<file path="config.mk">
export PLATFORM = sky130hd
export DESIGN_NAME = pipe_skid_reg
export DESIGN_NICKNAME = d
export VERILOG_FILES = /design/src/rtl/pipe_skid_reg.sv
export SDC_FILE = /design/constraint.sdc
export NUM_CORES = 1
export LEC_CHECK = 0
export ABC_AREA = 1
export CORE_MARGIN = 2
export CORE_UTILIZATION = 53
export DETAILED_ROUTE_END_ITERATION = 6
export HOLD_SLACK_MARGIN = 0.06
export PLACE_DENSITY = 0.89
export SKIP_CTS_REPAIR_TIMING = 1
export SLEW_MARGIN = 5
export SYNTH_ARGS = -nofsm -noshare
export SYNTH_HDL_FRONTEND = slang
export SYNTH_SLANG_ARGS = --single-unit
</file>
<file path="constraint.sdc">
create_clock -name clk -period 3.55 [get_ports clk]
set_input_delay 0.71 -clock clk [delete_from_list [all_inputs] [get_ports clk]]
set_output_delay 0.71 -clock clk [all_outputs]
set_load 0.005 [all_outputs]
</file>
<file path="src/rtl/pipe_skid_reg.sv">
`default_nettype none
// ============================================================================
// Module      : pipe_skid_reg
// Description : Elastic pipeline register with a one-entry skid buffer.
//               It uses a valid/ready handshake on both sides. It sustains
//               one transfer per cycle, and in_ready comes straight from a
//               register. A synchronous flush discards every held entry.
// Options     : `define PIPE_STALL_CNT_EN adds a saturating 16-bit counter
//               of cycles where out_valid=1 and out_ready=0 (stall_cnt).
// Ports       : clk, reset (async, active-high), flush (sync)
//               in_valid / in_ready / in_data   - upstream side
//               out_valid / out_ready / out_data - downstream side
//               occupancy                        - held entries (0..2)
//               stall_cnt (optional)             - downstream stall cycles
// Revision    : 1.0 - initial release
// ============================================================================
module pipe_skid_reg #(
    parameter int               WIDTH      = 32,
    parameter logic [WIDTH-1:0] RESET_DATA = '0
) (
    input  logic             clk,
    input  logic             reset,
    input  logic             flush,
    input  logic             in_valid,
    output logic             in_ready,
    input  logic [WIDTH-1:0] in_data,
    output logic             out_valid,
    input  logic             out_ready,
    output logic [WIDTH-1:0] out_data,
`ifdef PIPE_STALL_CNT_EN
    output logic [15:0]      stall_cnt,
`endif
    output logic [1:0]       occupancy
);

    // The state encoding doubles as the occupancy value.
    typedef enum logic [1:0] {
        EMPTY = 2'd0,
        ONE   = 2'd1,
        FULL  = 2'd2
    } state_t;

    state_t           state;
    state_t           state_nxt;
    logic [WIDTH-1:0] main_q;
    logic [WIDTH-1:0] skid_q;

    logic in_fire;
    logic out_fire;
    logic load_main_in;    // main <= in_data
    logic load_main_skid;  // main <= skid (drain the younger entry forward)
    logic load_skid;       // skid <= in_data

    // The handshake flags are pure decodes of the state register.
    assign out_valid = (state != EMPTY);
    assign in_ready  = (state != FULL);
    assign occupancy = state;
    assign out_data  = main_q;

    assign in_fire  = in_valid & in_ready;
    assign out_fire = out_valid & out_ready;

    always_ff @(posedge clk or posedge reset) begin
        if (reset) begin
            state <= EMPTY;
        end else begin
            state <= state_nxt;
        end
    end

    always_comb begin
        state_nxt      = state;
        load_main_in   = 1'b0;
        load_main_skid = 1'b0;
        load_skid      = 1'b0;
        case (state)
            EMPTY: begin
                if (in_fire) begin
                    load_main_in = 1'b1;
                    state_nxt    = ONE;
                end
            end
            ONE: begin
                if (in_fire && out_fire) begin
                    load_main_in = 1'b1;
                end else if (in_fire) begin
                    load_skid = 1'b1;
                    state_nxt = FULL;
                end else if (out_fire) begin
                    state_nxt = EMPTY;
                end
            end
            FULL: begin
                if (out_fire) begin
                    load_main_skid = 1'b1;
                    state_nxt      = ONE;
                end
            end
            default: state_nxt = EMPTY;
        endcase
        // Flush overrides everything. Any incoming beat is dropped, and the
        // data registers keep their old contents.
        if (flush) begin
            state_nxt      = EMPTY;
            load_main_in   = 1'b0;
            load_main_skid = 1'b0;
            load_skid      = 1'b0;
        end
    end

    always_ff @(posedge clk or posedge reset) begin
        if (reset) begin
            main_q <= RESET_DATA;
            skid_q <= RESET_DATA;
        end else begin
            if (load_main_in) begin
                main_q <= in_data;
            end else if (load_main_skid) begin
                main_q <= skid_q;
            end
            if (load_skid) begin
                skid_q <= in_data;
            end
        end
    end

`ifdef PIPE_STALL_CNT_EN
    // Saturating counter. Only reset clears it; flush leaves it alone.
    always_ff @(posedge clk or posedge reset) begin
        if (reset) begin
            stall_cnt <= 16'd0;
        end else if (out_valid && !out_ready && (stall_cnt != 16'hFFFF)) begin
            stall_cnt <= stall_cnt + 16'd1;
        end
    end
`endif

endmodule
`default_nettype wire

</file>
==> impl_summary.log <==
[metrics] sequential fraction of design power: 0.473
[metrics] worst skew pair latency: 340 ps
[metrics] Logic pwr share: 0.260
[metrics] area of combinational cells with multiple inputs: 997 sq um
[metrics] Placer Congestion: 0.733
[metrics] startpoint type of the worst setup path: register
[metrics] RR Startpoint: occupancy[0]
[metrics] Yosys warning count: 0
[metrics] Fillers: 356
[metrics] final max-slew violation count: 0
[metrics] global-route wire length before repair: 11200 um
[metrics] Least-Margin Pin Slew: 994 ps
[metrics] Routed wire per std cell: between 10 and 15 um
[metrics] share of Yosys cell area claimed by the top area cell type: 0.567
[metrics] number of buffers created by CTS: 9
[metrics] final net count: 447
[metrics] count of flip-flops with a built-in enable after synthesis: 0
[metrics] # setup viols final: 0
[metrics] post-route insts no fill: 484
[metrics] number of antenna violations at the first check in global routing: 0
[metrics] # Max-Cap Violations: 0
[metrics] DP HPWL: 4310 um
[metrics] clock-pin slew on the worst setup and hold paths: 70 ps
[metrics] pin count of the biggest net entering global routing: 41
[metrics] count of cells along the worst register-to-register path: 5
[metrics] launch instance of the worst min-delay path: skid_q[27]
[metrics] most area-hungry cell type in the Yosys netlist: sky130_fd_sc_hd__dfrtp_1
[metrics] worst-case clock buffer depth: 2
[metrics] number of standard cells after synthesis: 338
[metrics] Setup crit end kind: output port
[metrics] number of DRC violations after detailed routing: 0
[metrics] post-layout util: 0.743
[metrics] chip height: 78.1 um
[metrics] commonest cells in the netlist: 140 x sky130_fd_sc_hd__nand2_1, 66 x sky130_fd_sc_hd__dfrtp_1, 41 x sky130_fd_sc_hd__inv_1, 35 x sky130_fd_sc_hd__nand3_1, 24 x sky130_fd_sc_hd__o21ai_2
[metrics] setup TNS: 0 ps
[metrics] most common cell in the synthesized netlist: sky130_fd_sc_hd__nand2_1
[metrics] TritonRoute pass-1 iters: 4
[metrics] detailed route wirelength on metal2: around 3300 um
[metrics] Hold Path Sink: skid_q[27]
[metrics] post-route fraction of the period consumed by the critical path: 0.657
[metrics] cell internal power dissipation: 1.73 mW
[metrics] number of antenna repair diodes: 0
[metrics] highest clock rate: 429 MHz
[metrics] Min Clock Period, post-route: 2330 ps
[metrics] signal arrival time at the worst endpoint: 1620 ps
[metrics] Final Hold Violating Endpoints: 0
[metrics] total power: 2.43 mW
[metrics] TritonCTS clock tree: yes
[metrics] flop-to-flop setup slack: approximately 1700 ps
[metrics] cell area after synthesis: 2910 sq um
[metrics] GR Overflow Total: 0
[metrics] path class of the lowest-slack min-delay path: register to register
[metrics] starting utilization of the core area: 0.560
[metrics] detailed-route vias per instance: 5.09
[metrics] R2R Path End: out_data[8]
[metrics] area of the die: 6110 sq um
[metrics] clock tree root driver cell: sky130_fd_sc_hd__clkbuf_8
[metrics] width of the chip: 78.1 um
[metrics] maximum fanout along the worst path: 8
[metrics] power density cells: approximately 630 nW/um^2
[metrics] # placed instances: 469
[metrics] syn_area_per_cell: 8.62 sq um
[metrics] wl on met1: 2720 um
[metrics] final setup skew: around 8.1 ps
[metrics] critical path data required time: 2840 ps
[metrics] number of routed nets with antenna violations: 0
[metrics] total routing resource utilization after global routing: 0.236
[metrics] met3 WL: 406 um
[metrics] sequential-to-total area share from yosys stat: 0.567
[metrics] portion of total power attributed to the clock network: 0.267
[metrics] syn_nets: 375
[metrics] slew margin rel.: 0.337
[metrics] number of unique standard cell types used by synthesis: 12
[metrics] critical setup path kind: register to output port
[metrics] switching share of power: 0.289
[metrics] initial drt markers: about 190
[metrics] leakage power total: 1.93 nW
[metrics] commonest register cell after synthesis: sky130_fd_sc_hd__dfrtp_1
[metrics] via count: 2464
[metrics] hold path cells: 2
[metrics] Post-Route Hold Slack: 481 ps
[metrics] relative area change from synthesis to final layout: 32.7%
[metrics] run status: complete, no violations
[metrics] number of ports placed on the die boundary: 73
[metrics] VDD IR-drop max: ~0.33 mV
[metrics] top metal layer carrying routed signals: met4
[metrics] IO buf count: between 70 and 80
[metrics] placement row count: 26
[metrics] Total Routed Length: between 6000 and 7000 um
[metrics] register cell area after layout: 1650 sq um
[metrics] synthesized flop and latch total: 66
[metrics] share of flip-flops with an asynchronous set or reset after synthesis: 1.00
[metrics] vias in the first global route: 2508
[metrics] net switching power figure: 702 uW
[metrics] fraction of final layout cells with drive strength greater than 1: 0.109
[metrics] RSZ-0062 raised after global routing: false
[metrics] H-tree depth reported by CTS: 3
[metrics] placeable core area: between 5000 and 6000 sq um
[metrics] top post-synthesis cells by area: sky130_fd_sc_hd__dfrtp_1 57%, sky130_fd_sc_hd__nand2_1 18%, sky130_fd_sc_hd__o21ai_2 7.2%, sky130_fd_sc_hd__nand3_1 6.0%, sky130_fd_sc_hd__inv_1 5.3%
[metrics] Sinks on Clock Net: 66
==> worst max-delay path, cell delays in order, from the launching register on <==
cell	delay [ps]
sky130_fd_sc_hd__dfrtp_1	460
sky130_fd_sc_hd__nor2_1	300
sky130_fd_sc_hd__inv_1	70
sky130_fd_sc_hd__clkdlybuf4s50_1	450
==> cell families (layout without fill, tap and decap cells) <==
kind of cell           count (synthesis)  count (layout)  share of synthesized area
AO/OA/AOI/OAI                         33              33                     0.0876
buffers and inverters                 57             133                     0.0932
AND/OR/NAND/NOR                      182             182                      0.252
flip-flops                            66              66                      0.567
==> worst max path at each step <==
stage	start	end	slack, ps
finish	occupancy[0]	out_valid	1220
global route	occupancy[0]	out_valid	1130
CTS	occupancy[0]	out_valid	1210
detailed placement	out_ready	skid_q[31]	1050
global placement	flush	out_data[4]	1110
floorplan	reset	occupancy[0]	1190
==> sequential cells by signal, summed over array words and instances (netlist names) <==
register / flops
out_data: 32
skid_q: 32
occupancy: 2
==> power groups by stage <==
| stage | logic [mW] | clock network [mW] | registers [mW] |
|---|---|---|---|
| floorplan | 0.326 | 0 | 1.13 |
| global placement | 0.601 | 0 | 1.14 |
| detailed placement | 0.628 | 0 | 1.15 |
| CTS | 0.641 | 0.652 | 1.14 |
| global route | 0.706 | 0.688 | 1.17 |
| finish | 0.631 | 0.649 | 1.15 |
==> layout by cell type, fill, tap and decap left out, types with 2 or more instances in the layout <==
cell                              count
sky130_fd_sc_hd__nand2_1            140
sky130_fd_sc_hd__clkdlybuf4s50_1     72
sky130_fd_sc_hd__dfrtp_1             66
sky130_fd_sc_hd__inv_1               40
sky130_fd_sc_hd__nand3_1             35
sky130_fd_sc_hd__o21ai_2             23
sky130_fd_sc_hd__clkbuf_8            12
sky130_fd_sc_hd__o21ai_1              9
sky130_fd_sc_hd__nor2_1               4
sky130_fd_sc_hd__buf_4                4
sky130_fd_sc_hd__nand4_1              2
==> metrics by stage <==
step	setup slack, ps	instance area, sq um
2_1_floorplan	1190	2910
3_3_place_gp	1110	3660
3_5_place_dp	1050	3660
4_1_cts	1210	3860
5_1_grt	1130	3860
6_report	1220	3860
==> per-layer routing <==
metal  up-vias  track usage
met5         -            0
met4         0        0.149
met3        19       0.0644
met2        88        0.380
met1      1175        0.282
li1       1182            -
==> final cells by class <==
type,count,share of cell area
multi-input cells,215,0.258
clock inverters,2,0.00906
well taps,70,0.0227
clock buffers,13,0.0437
inverters,41,0.0398
flip-flops and latches,66,0.427
repair buffers,77,0.199
Power figures use the tool's default switching activity.
